File: src/rtl/mem_arb_pkg.sv
// ============================================================================
// Module      : mem_arb_pkg
// Description : Shared widths, FSM state encoding and transaction record for
//               the instruction/data cache to main-memory arbiter.
// Revision    : 1.0 - initial release
// ============================================================================
`default_nettype none

package mem_arb_pkg;

  // Block address and block data widths of the shared main memory
  localparam int c_ADDR_W  = 6;
  localparam int c_DATA_W  = 32;
  localparam int c_STATE_W = 3;

  // Arbiter FSM state encoding
  typedef logic [c_STATE_W-1:0] arb_state_t;

  localparam arb_state_t c_IDLE   = 3'd0;
  localparam arb_state_t c_D_REQ  = 3'd1;
  localparam arb_state_t c_D_RESP = 3'd2;
  localparam arb_state_t c_I_REQ  = 3'd3;
  localparam arb_state_t c_I_RESP = 3'd4;

  // Requesting side, used for the last-served pointer
  typedef enum logic {
    SIDE_D = 1'b0,
    SIDE_I = 1'b1
  } side_e;

  // Request captured at grant time; memory outputs are driven only from this
  typedef struct packed {
    logic                write;
    logic [c_ADDR_W-1:0] addr;
    logic [c_DATA_W-1:0] wdata;
  } mem_txn_t;

  // True while a memory transaction is being presented to main memory
  function automatic logic is_req_state(input arb_state_t s);
    return (s == c_D_REQ) || (s == c_I_REQ);
  endfunction

endpackage

`default_nettype wire

File: src/rtl/mem_arbiter.sv
// ============================================================================
// Module      : mem_arbiter
// Description : Arbitrates instruction-cache block reads and data-cache block
//               reads/write-backs onto one shared main memory. One memory
//               transaction is in flight at a time; the grant is taken in
//               IDLE and the request is latched so memory never sees the
//               caches' live inputs.
//               Optional build macro MEM_ARB_ROUND_ROBIN_EN: when both sides
//               request in IDLE, grant the side not served last. Undefined:
//               fixed priority, data side over instruction side.
// Revision    : 1.0 - initial release
// ============================================================================
`default_nettype none

module mem_arbiter
  import mem_arb_pkg::*;
(
  input  logic                CLK,
  input  logic                RESET,
  // Instruction cache side
  input  logic                I_READ,
  input  logic [c_ADDR_W-1:0] I_ADDRESS,
  output logic [c_DATA_W-1:0] I_READDATA,
  output logic                I_BUSYWAIT,
  // Data cache side
  input  logic                D_READ,
  input  logic                D_WRITE,
  input  logic [c_ADDR_W-1:0] D_ADDRESS,
  input  logic [c_DATA_W-1:0] D_WRITEDATA,
  output logic [c_DATA_W-1:0] D_READDATA,
  output logic                D_BUSYWAIT,
  // Shared main memory
  output logic                MEM_READ,
  output logic                MEM_WRITE,
  output logic [c_ADDR_W-1:0] MEM_ADDRESS,
  output logic [c_DATA_W-1:0] MEM_WRITEDATA,
  input  logic [c_DATA_W-1:0] MEM_READDATA,
  input  logic                MEM_BUSYWAIT
);

  arb_state_t          r_state;
  arb_state_t          w_next_state;
  logic                r_seen_busy;
  mem_txn_t            r_txn;
  logic [c_DATA_W-1:0] r_i_readdata;
  logic [c_DATA_W-1:0] r_d_readdata;

  logic w_d_pend;
  logic w_i_pend;
  logic w_grant_d;
  logic w_grant_i;
  logic w_in_req;
  logic w_mem_done;

  assign w_d_pend = D_READ | D_WRITE;
  assign w_i_pend = I_READ;
  assign w_in_req = is_req_state(r_state);

  // Memory has finished only once it has actually stalled us and then released
  assign w_mem_done = r_seen_busy & ~MEM_BUSYWAIT;

`ifdef MEM_ARB_ROUND_ROBIN_EN
  side_e r_last_served;

  // Instruction side wins if it is alone, or if both ask and data went last
  assign w_grant_i = w_i_pend & (~w_d_pend | (r_last_served == SIDE_D));

  // Last-served pointer; reset value makes the data side win the first tie
  always_ff @(posedge CLK) begin
    if (RESET) begin
      r_last_served <= SIDE_I;
    end else if (r_state == c_D_RESP) begin
      r_last_served <= SIDE_D;
    end else if (r_state == c_I_RESP) begin
      r_last_served <= SIDE_I;
    end
  end
`else
  // Fixed priority: instruction side only when the data side is quiet
  assign w_grant_i = w_i_pend & ~w_d_pend;
`endif

  assign w_grant_d = w_d_pend & ~w_grant_i;

  // Next-state logic for the grant / request / response sequence
  always_comb begin
    w_next_state = r_state;
    case (r_state)
      c_IDLE: begin
        if (w_grant_d) begin
          w_next_state = c_D_REQ;
        end else if (w_grant_i) begin
          w_next_state = c_I_REQ;
        end
      end
      c_D_REQ: begin
        if (w_mem_done) begin
          w_next_state = c_D_RESP;
        end
      end
      c_I_REQ: begin
        if (w_mem_done) begin
          w_next_state = c_I_RESP;
        end
      end
      c_D_RESP: w_next_state = c_IDLE;
      c_I_RESP: w_next_state = c_IDLE;
      default:  w_next_state = c_IDLE;
    endcase
  end

  // State register; reset abandons any transaction in flight
  always_ff @(posedge CLK) begin
    if (RESET) begin
      r_state <= c_IDLE;
    end else begin
      r_state <= w_next_state;
    end
  end

  // Latch the winner's request on the grant edge; a read-plus-write is a write
  always_ff @(posedge CLK) begin
    if (RESET) begin
      r_txn <= '0;
    end else if (r_state == c_IDLE) begin
      if (w_grant_d) begin
        r_txn <= '{write: D_WRITE, addr: D_ADDRESS, wdata: D_WRITEDATA};
      end else if (w_grant_i) begin
        r_txn <= '{write: 1'b0, addr: I_ADDRESS, wdata: '0};
      end
    end
  end

  // Remember that memory has stalled during this request; clear entering IDLE
  always_ff @(posedge CLK) begin
    if (RESET) begin
      r_seen_busy <= 1'b0;
    end else if (w_in_req && MEM_BUSYWAIT) begin
      r_seen_busy <= 1'b1;
    end else if ((r_state == c_D_RESP) || (r_state == c_I_RESP)) begin
      r_seen_busy <= 1'b0;
    end
  end

  // Capture returned data for the winning side; held until that side's next capture
  always_ff @(posedge CLK) begin
    if (RESET) begin
      r_i_readdata <= '0;
      r_d_readdata <= '0;
    end else if (w_mem_done) begin
      if (r_state == c_D_REQ) begin
        r_d_readdata <= MEM_READDATA;
      end
      if (r_state == c_I_REQ) begin
        r_i_readdata <= MEM_READDATA;
      end
    end
  end

  assign I_READDATA = r_i_readdata;
  assign D_READDATA = r_d_readdata;

  // A side stalls while it requests, except in its own one-cycle response
  assign I_BUSYWAIT = I_READ   & (r_state != c_I_RESP);
  assign D_BUSYWAIT = w_d_pend & (r_state != c_D_RESP);

  // Memory sees only latched values, and only while a request is outstanding
  assign MEM_READ      = w_in_req & ~r_txn.write;
  assign MEM_WRITE     = w_in_req &  r_txn.write;
  assign MEM_ADDRESS   = w_in_req ? r_txn.addr  : '0;
  assign MEM_WRITEDATA = w_in_req ? r_txn.wdata : '0;

endmodule

`default_nettype wire
File: config.mk
export PLATFORM = sky130hd
export DESIGN_NAME = mem_arbiter
export DESIGN_NICKNAME = d
export VERILOG_FILES = /design/src/rtl/mem_arb_pkg.sv /design/src/rtl/mem_arbiter.sv
export SDC_FILE = /design/constraint.sdc
export NUM_CORES = 1
export LEC_CHECK = 0
export CELL_PAD_IN_SITES_DETAIL_PLACEMENT = 0
export CELL_PAD_IN_SITES_GLOBAL_PLACEMENT = 1
export CORE_UTILIZATION = 33
export CTS_BUF_LIST = sky130_fd_sc_hd__clkbuf_8 sky130_fd_sc_hd__clkbuf_16
export CTS_CLUSTER_DIAMETER = 200
export DETAILED_ROUTE_END_ITERATION = 10
export PLACE_DENSITY = 0.83
export SLEW_MARGIN = 5
export SYNTH_ARGS = -nofsm -noshare
export SYNTH_HDL_FRONTEND = slang
export SYNTH_SLANG_ARGS = --single-unit
File: constraint.sdc
create_clock -name CLK -period 3.19 [get_ports CLK]
set_input_delay 0.7975 -clock CLK [delete_from_list [all_inputs] [get_ports CLK]]
set_output_delay 0.7975 -clock CLK [all_outputs]
set_load 0.02 [all_outputs]
; ---- Yosys cells after proc, flatten, opt, wreduce, memory -nomap -nowiden
; Index checks and enable logic that the tools add are counted.
[op_classes]
reduce_logical = 10
eq_ne = 9
n_mux = 11
bitwise = 12
[ops]
columns = operator, n
row1 = 39-bit 2-to-1 mux, 2
row2 = 32-bit 2-to-1 mux, 1
row3 = 3-bit 2-to-1 mux, 4
row4 = 3-bit one-hot mux with 3 select lines, 1
row5 = 1-bit bitwise AND, 7
row6 = 3-bit by 2-bit equality test with 1-bit output (second input constant), 2
row7 = 6-bit 2-to-1 mux, 1
row8 = 3-bit inequality test (second input constant), 2
row9 = 2-bit AND reduction, 3
row10 = 2-bit inequality test (second input constant), 2
row11 = 1-bit inverter, 4
row12 = 2-bit nonzero test, 2
row13 = 3-bit by 1-bit equality test with 1-bit output (second input constant), 1
row14 = 3-bit equality test (second input constant), 1
row15 = 3-bit logical NOT, 1
row16 = 3-bit by 2-bit inequality test with 1-bit output (second input constant), 1
row17 = 3-bit AND reduction, 1
row18 = 1-bit logical OR, 2
row19 = 1-bit 2-to-1 mux, 2
row20 = 1-bit logical AND, 1
row21 = 1-bit OR, 1
[word_totals]
output_inout_bits = 106
reg_bits = 107
word_cells = 49

; ---- Logic depth before layout (Yosys ltp)
[depth]
word_depth = 7
depth_mapped = 6

; ---- Worst setup path after synthesis
; OpenSTA, ideal clock, no wires.
[synth_path]
path_type = input-to-output
from = input port I_READ
to = output port I_BUSYWAIT
path_buffers = 0
path_slack_ns = 1.086
arrival_ns = 1.307
cell_stages = 1
path_cell_list = a21boi_0
[synth_via]
elab_chain_cells = 1
[synth_lines]
columns = item, line_no
row1 = start: declaration, mem_arbiter.sv:21  ; input logic I_READ,
row2 = 1-bit bitwise AND, mem_arbiter.sv:164  ; assign I_BUSYWAIT = I_READ & (r_state != c_I_RESP);
row3 = end: declaration, mem_arbiter.sv:24  ; output logic I_BUSYWAIT,
; No other way between the ends.

; ---- Final worst setup path
[layout_path]
from = register r_state[0]
to = output port MEM_WRITEDATA[1]
[layout_via]
elab_chain_cells = 3
[layout_lines]
columns = item, line_no
row1 = start: declaration, mem_arbiter.sv:41  ; arb_state_t r_state;
row2 = start signal: assignment, mem_arbiter.sv:115  ; r_state <= c_IDLE;
row3 = start signal: assignment, mem_arbiter.sv:117  ; r_state <= w_next_state;
row4 = 3-bit by 1-bit equality test with 1-bit output or 3-bit by 2-bit equality test with 1-bit output (tied branches), mem_arb_pkg.sv:40  ; return (s == c_D_REQ) || (s == c_I_REQ);
row5 = 1-bit logical OR (*), mem_arb_pkg.sv:40
row6 = 32-bit 2-to-1 mux (*), mem_arbiter.sv:171  ; assign MEM_WRITEDATA = w_in_req ? r_txn.wdata : '0;
row7 = end: declaration, mem_arbiter.sv:36  ; output logic [c_DATA_W-1:0] MEM_WRITEDATA,
; Every way passes the cells marked *; elsewhere a longest branch is shown, timed or not.

==> flow_metrics.env <==
export IMPL_cp_max_fo=15
export IMPL_start_util_pct=34.0
export IMPL_synth_most_common_cell="dfxtp_1"
export IMPL_fin_setup_tns_ns=0
export IMPL_cap_violations=0
export IMPL_yosysSeqAreaShare_pct=47.4
export IMPL_final_util_pct=50.4
export IMPL_grt_usage_pct=19.6
export IMPL_clock_skew_final_ns=0.00646
export IMPL_syn_cell_area_mm2=0.00452
export IMPL_worstPathArrival_ns=2.21
export IMPL_rows=42
export IMPL_finalSetupViolCount=0
export IMPL_grt_pass1_wl_mm=22.6
export IMPL_first_iter_violations=298
export IMPL_io_buffers=187
export IMPL_cts_resized=0
export IMPL_htree_num_levels=3
export IMPL_netlist_area_leader_share_pct=47.4
export IMPL_hold_path_class="register to register"
export IMPL_wl_mm=14.0
export IMPL_dieArea_mm2=0.0142
export IMPL_rsz0062_at_grt="no"
export IMPL_gp_congestion=0.785
export IMPL_synth_cell_types=32
export IMPL_dp_cells=868
export IMPL_synth_cells=554
export IMPL_nets=785
export IMPL_clk_latency_ns=0.34
export IMPL_ys_top_cells_by_count="dfxtp_1, a21oi_1, nand3_1, o21ai_0, o21ai_1"
export IMPL_power_density_mw_per_mm2=475
export IMPL_clk_pin_slew_worst_paths_ns=0.07
export IMPL_hold_viol_final=0
export IMPL_power_switching_mw=0.918
export IMPL_multiInputGateArea_mm2=0.00206
export IMPL_rrSetupSlack_ns=1.25
export IMPL_post_route_drc_count=0
export IMPL_ctsHoldBuffers=0
export IMPL_cts_root_buf="clkbuf_16"
export IMPL_viasPerCell=5.26
export IMPL_tritoncts_num_buffers=9
export IMPL_antennaDiodeCount=0
export IMPL_fill_cells=1275
export IMPL_max_freq_ghz=0.333
export IMPL_hpwlAfterDp_mm=9.07
export IMPL_syn_to_final_growth_pct=48.3
export IMPL_fin_crit_ns=3.01
export IMPL_cts_sinks=107
export IMPL_crit_path_end_kind="primary output"
export IMPL_synth_area_leaders="dfxtp_1, a21oi_1, nand3_1"
export IMPL_design_area_mm2=0.00670
export IMPL_drive_gt1_share_pct=5.23
export IMPL_ys_ff_latch=107
export IMPL_grt_ovfl_total=0
export IMPL_avgSynthCellArea_um2=8.16
export IMPL_grt_max_degree=72
export IMPL_fin_crit_sh_pct=94.3
export IMPL_dpl_cell_area_mm2=0.00643
export IMPL_synth_nets=636
export IMPL_p_clk_share_pct=32.5
export IMPL_p_comb_share_pct=21.8
export IMPL_wire_per_inst_um=15.9
export IMPL_required_ns=2.39
export IMPL_coreArea_mm2=0.0133
export IMPL_synth_flop_cell="dfxtp_1"
export IMPL_power_leakage_nw=2.26
export IMPL_via_count=4641
export IMPL_final_cells=883
export IMPL_status="finished, final reports clean"
export IMPL_register_area_mm2=0.00214
export IMPL_first_pass_iters=4
export IMPL_clock_path_buffers=2
export IMPL_p_int_mw=2.27
export IMPL_yosys_warnings=0
export IMPL_die_height_um=119
export IMPL_post_cts_buffers=0
export IMPL_slew_headroom_pct=48.7
export IMPL_grt_pass1_vias=4455
export IMPL_totalPowerFinal_mw=3.19
export IMPL_synth_top_cell_by_area="dfxtp_1"
export IMPL_async_flop_share_pct=0
export IMPL_pwr_share_seq_pct=45.7
export IMPL_synth_edf_count=0
export IMPL_io_pins=188
export IMPL_power_switching_share_pct=28.8
export IMPL_cp_start_kind="register"
export IMPL_antenna_found_initial=0
export IMPL_tightest_slew_ns=0.769
export IMPL_chipWidth_um=119
export IMPL_worst_setup_path_type="register to primary output"
export IMPL_maxSlewViolCount=0
export IMPL_drtAntennaViolNets=0
export IMPL_ir_worst_vdd_mv=0.245
export IMPL_tritoncts="done"
==> metrics by stage <==
step / hold slack, ns / setup slack [ns]
after CTS: 0.467 / 0.0688
after floorplan: 0.439 / 1.09
after detailed placement: 0.458 / 0.206
after global placement: 0.449 / 0.202
final: 0.462 / 0.183
after global routing: 0.495 / 0.0500
==> path summary, 6_finish.rpt <==
kind,from,end,cells after the start
min reg2reg,r_txn[26],r_txn[26],2
max reg2reg,r_state[1],I_READDATA[18],5
min,r_txn[26],r_txn[26],2
max,r_state[0],MEM_WRITEDATA[1],4
==> metal layers <==
layer  track usage [%]  up-vias  routed length [um]  part of all wire [%]
li1                  -     2249                   -                     -
met1              25.1     2212                6040                    43
met2              29.9      162                6400                    46
met3              6.99       18                1310                   9.3
met4              7.75        0                 299                   2.1
met5                 0        -                   0                     0
==> worst max-delay path, stage by stage (launching register included) <==
cell	delay [ns]
dfxtp_1	0.54
and2b_2	0.34
buf_4	0.22
and2_1	0.16
clkdlybuf4s50_1	0.60
==> power by group through the flow <==
stage               clock (mW)  combinational, mW  sequential (mW)
global route              1.13              0.756             1.46
floorplan                    0              0.426             1.48
finish                    1.04              0.695             1.46
detailed placement           0              0.696             1.49
CTS                       1.08              0.698             1.45
global placement             0              0.678             1.48
==> logic make-up (layout without fill, tap and decap cells) <==
| logic type | after synthesis | in the layout | synth area share (%) |
|---|---|---|---|
| AOI/OAI and AO/OA | 214 | 214 | 24.6 |
| buffers and inverters | 63 | 216 | 7.17 |
| DFF | 107 | 107 | 47.4 |
| muxes | 1 | 1 | 0.221 |
| and+or+nand+nor | 169 | 169 | 20.6 |
==> cell usage in the layout, fill, tap and decap left out, types with 2 or more instances in the layout <==
master / Yosys / final
and2_1: 39 / 39
a311oi_1: 6 / 6
a21o_1: 2 / 2
a21oi_1: 105 / 105
o21ai_0: 54 / 54
a22oi_1: 2 / 2
clkbuf_16: 0 / 9
nor2_1: 5 / 5
inv_1: 0 / 3
o21ai_2: 2 / 2
nand2_1: 15 / 15
buf_4: 9 / 11
nor3_4: 2 / 2
clkdlybuf4s50_1: 0 / 186
nand3_1: 96 / 96
clkbuf_8: 0 / 2
buf_12: 0 / 3
dfxtp_1: 107 / 106
nand2b_1: 2 / 2
o21ai_1: 42 / 42
==> sequential cells by signal (all words and copies together), names as in the netlist <==
name	flops
r_seen_busy	1
r_txn	39
I_READDATA	32
r_state	3
D_READDATA	32
==> final cells by class <==
type | count | area share, %
inverters | 1 | 0.0560
multi-input cells | 384 | 30.7
flip-flops and latches | 107 | 32.0
clock inverters | 4 | 0.299
well taps | 176 | 3.28
repair buffers | 200 | 29.9
clock buffers | 11 | 3.77
Note: power is estimated with default switching activity, not from simulation.
==> patch 1, RTL diff (same flow settings) <==
`c_ADDR_W`: 6 -> 7.
--- a/src/rtl/mem_arb_pkg.sv
+++ b/src/rtl/mem_arb_pkg.sv
@@ -9,7 +9,7 @@
 package mem_arb_pkg;
 
   // Block address and block data widths of the shared main memory
-  localparam int c_ADDR_W  = 6;
+  localparam int c_ADDR_W  = 7;
   localparam int c_DATA_W  = 32;
   localparam int c_STATE_W = 3;
 
Interface: changed (resized D_ADDRESS, I_ADDRESS and MEM_ADDRESS); port bits go from 188 to 191. The function was not compared with the original's and may differ.
==> patch 1 against the unedited design <==
- area after synthesis is 1.9% higher
- setup slack got worse by 15 ps
- total power rose by 5.6%
- final area increased by 2.5%
- wire length increased by 5.0%
- sequential cell count grew 1
- synthesized cell count is 0.54% higher
- largest power group unchanged
==> patch 1: results <==
[final_layout]
post_route_cells_drive_above_1_share = 0.05439
fillers = 1282
post-route-util = 0.5126
largest_reg_flops = 40
regMostFlops = r_txn
final_nets = 796

[routing]
met3WireLength_um = 1145
drt_first_pass_iters = 4
dr_wl_met2_um = 7224
drt_iter0_markers = 382
wl_met1_um = 6243
drt_wl_total_um = 14740
vias = 4648
vias_per_cell = 5.205

[synthesis]
synth_seq_area_share = 0.4697
async_reset_ff_frac = 0
synthMuxAreaShare = 0.01740
synth_compound_area_frac = 0.2427
yosys-top-cells-area = dfxtp_1 47%, a21oi_1 11%, nand3_1 10%, o21ai_0 7.3%, and2_1 5.4%
syn-num-nets = 641
yosys.cell_types.count = 35
synth_area_per_cell_um2 = 8.264
synth_fa_ha_area_frac = 0
synthTopCellsByCount = 108 x dfxtp_1, 105 x a21oi_1, 96 x nand3_1

[global_route]
grt_util_met3 = 0.08222
grt.total_usage = 0.2051
grt_use_met1 = 0.2373
met2_usage = 0.3463
grt_pass1_vias = 4701
grt_pass1_wl_um = 23450
grt_max_degree = 56

[placed_design]
placedInstanceArea_um2 = 6550
placed_cells = 877
pre_cts_slack_ps = 179.1
hpwl_um = 9757
io_buffers = 190
gp_congestion = 0.8071

[power_and_ir_drop]
switching_share = 0.2765
power_frac_clock = 0.354
p_leak_nw = 2.368
max-vdd-ir-drop_mv = 0.3233
pwr-share-seq = 0.435

[clock_tree]
clock_path_buffers = 2
cts_root_buf = clkbuf_16
cts_resized = 0

[setup_path]
worstPathMaxFanout = 3
slowest_stage = clkdlybuf4s50_1
worst_path_largest_cell_delay_ps = 600

[status]
status = finished clean

[timing]
maxSlewHeadroom = 0.3144
skew_ps = 5.497

[worst_hold_path]
hp-class = flip-flop to flip-flop
-- patch 1: cell count changes after synthesis, moves of 6 or more --
cell,delta
a211oi_1,+7
buf_2,+9
o21ai_0,+13
nand2_1,-12
mux2i_1,+7
a311oi_1,-6
o21ai_1,-12
buf_4,-6
-- patch 1: cells by family after synthesis --
group	after synthesis
AO/OA/AOI/OAI	216
AND/OR/NAND/NOR	159
flip-flops	108
buffers and inverters	66
multiplexers	8
-- patch 1: final cells by class --
cell class                 instances  share of cell area
sequential                       108              0.3148
clock buffer                      10             0.03479
clock inverter                     6             0.01166
timing repair buffer             207              0.2987
inverter                           3            0.001639
tap                              176             0.03206
multi-input combinational        383              0.3064
-- patch 1: final timing paths --
kind / startpoint / to / slack, ps / cells after the start
setup / recovery: D_READ / D_BUSYWAIT / 170 / 4
hold / removal: r_txn[24] / r_txn[24] / 470 / 2
setup reg to reg: r_state[2] / D_READDATA[2] / 1230 / 4
hold reg to reg: r_txn[24] / r_txn[24] / 470 / 2
==> patch 2, RTL diff (same flow settings) <==
Without the edit above. Build with the macro `MEM_ARB_ROUND_ROBIN_EN` defined.
--- a/src/rtl/mem_arbiter.sv
+++ b/src/rtl/mem_arbiter.sv
@@ -11,6 +11,8 @@
 // Revision    : 1.0 - initial release
 // ============================================================================
 `default_nettype none
+
+`define MEM_ARB_ROUND_ROBIN_EN
 
 module mem_arbiter
   import mem_arb_pkg::*;
Behaviour: not the same (a bounded check fails within 10 cycles, from zero or initial values and one cycle with RESET high).
==> patch 2 against the unedited design <==
- setup slack better by 54 ps
- fmax increased by 1.8%
- sequential cell count rose by 1
- via count shrank 12%
- total power down 4.0%
- sequential share of layout area up 1.1 points
- wire length shrank 14%
- area after synthesis decreased by 5.8%
- count of clock-buffer cells in the layout is the same
- final area down 2.4%
- global-route usage shrank 1.8 points
==> patch 2: results <==
[final_layout]
final_nets = 786
fillers = 1241
largest_reg_flops = 39
post_route_cells_drive_above_1_share = 0.04937
num_antenna_cells = 0

[synthesis]
synth_compound_area_frac = 0.1390
synth_seq_area_share = 0.5078
yosys.area_share.xor_xnor = 0.002057
yosys-top-cells-area = dfxtp_1 51%, nand2_1 14%, a21oi_1 12%, and2_1 5.7%, nand3_1 3.9%
synth_fa_ha_area_frac = 0
yosysWarningCount = 0
yosys.cell_types.count = 28
synthTopCellsByCount = 163 x nand2_1, 108 x dfxtp_1, 101 x a21oi_1
syn-num-nets = 619
synthMuxAreaShare = 0.01411

[worst_hold_path]
hp-start = r_txn[7]

[clock_tree]
clk_pin_slew_ps = 70
clock_path_buffers = 2
ctsHtreeMaxLevel = 3
clock_latency_ps = 340
cts_root_buf = clkbuf_16
cts_setup_buffers = 0
numCtsBuffers = 9

[routing]
met3WireLength_um = 1036
vias = 4092
drt_iter0_markers = 200
dr_wl_met2_um = 5650
drt_first_pass_iters = 4
wl_met1_um = 5258
drc = 0
routedWlPerCell_um = 13.78

[global_route]
grt_pass1_wl_um = 18490
grt_pass1_vias = 3822
grt_util_met3 = 0.06119
met2_usage = 0.2882
grt.total_usage = 0.1782
antenna_found_initial = 0
grt_max_degree = 61
grt_use_met1 = 0.2188

[power_and_ir_drop]
p_per_area_nw_per_um2 = 467.3
max-vdd-ir-drop_mv = 0.4217
p_leak_nw = 2.310
p_int_mw = 2.295
clk-power_mw = 1.12
pwr-share-seq = 0.473

[placed_design]
hpwl_um = 8600
gp_congestion = 0.7765
io_buffers = 187

[timing]
skew_ps = 3.805
tightest_slew_ps = 548.6

[setup_path]
worst_path_largest_cell_delay_ps = 600
cp-startpoint = r_state[0]
worstPathMaxFanout = 30
critical_path_arrival_ps = 2160
slowest_stage = clkdlybuf4s50_1

[status]
status = finished clean
==> patch 2: cell count changes after synthesis, sizes merged, moves of 3 or more <==
cell	unedited run	this run
a211oi	0	6
clkbuf	34	20
nor2	6	15
a21oi	105	101
o21ai	98	1
nand2	15	163
buf	28	25
mux2i	1	6
a311oi	6	0
nand3	96	33
==> patch 2: through the flow <==
stage | std cells | hold slack (ps) | setup WS [ps] | util | area (um2)
final | 881 | 447.1 | 237.1 | 0.5184 | 6543
after global routing | 881 | 464.4 | 108.8 | 0.5184 | 6543
after CTS | 881 | 449.4 | 113.5 | 0.5183 | 6541
after detailed placement | 865 | 440.2 | 264.6 | 0.4942 | 6237
after global placement | 865 | 435.7 | 270.1 | 0.4942 | 6237
after floorplan | 537 | 427.3 | 1086 | - | 4258
==> patch 2: path summary, 6_finish.rpt <==
| check | cells past startpoint | slack [ps] | to |
|---|---|---|---|
| worst min register to register | 2 | 450 | r_txn[7] |
| worst max register to register | 6 | 1390 | I_READDATA[7] |
| worst max-delay path | 4 | 240 | MEM_WRITEDATA[16] |
| worst min-delay path | 2 | 450 | r_txn[7] |
==> patch 2: what timing repair did <==
| action | 4_1_cts | 5_1_grt |
|---|---|---|
| gates resized for setup | 0 | 1 |
| endpoints found under the hold margin | 0 | 0 |
| setup endpoints to repair | 0 | 1 |
==> patch 2: tightest hold or removal path: cells and delay by family (launching register included) <==
family             cells  cell delay (ps)
DFF                    1              310
AOI/OAI and AO/OA      1               50
and+or+nand+nor        1               50
==> patch 2: cell type report <==
| type | count | area share |
|---|---|---|
| Sequential cell | 108 | 0.3305 |
| Multi-Input combinational cell | 384 | 0.2846 |
| Timing Repair Buffer | 201 | 0.3056 |
| Tap cell | 172 | 0.03289 |
| Clock inverter | 5 | 0.007841 |
| Clock buffer | 11 | 0.03863 |
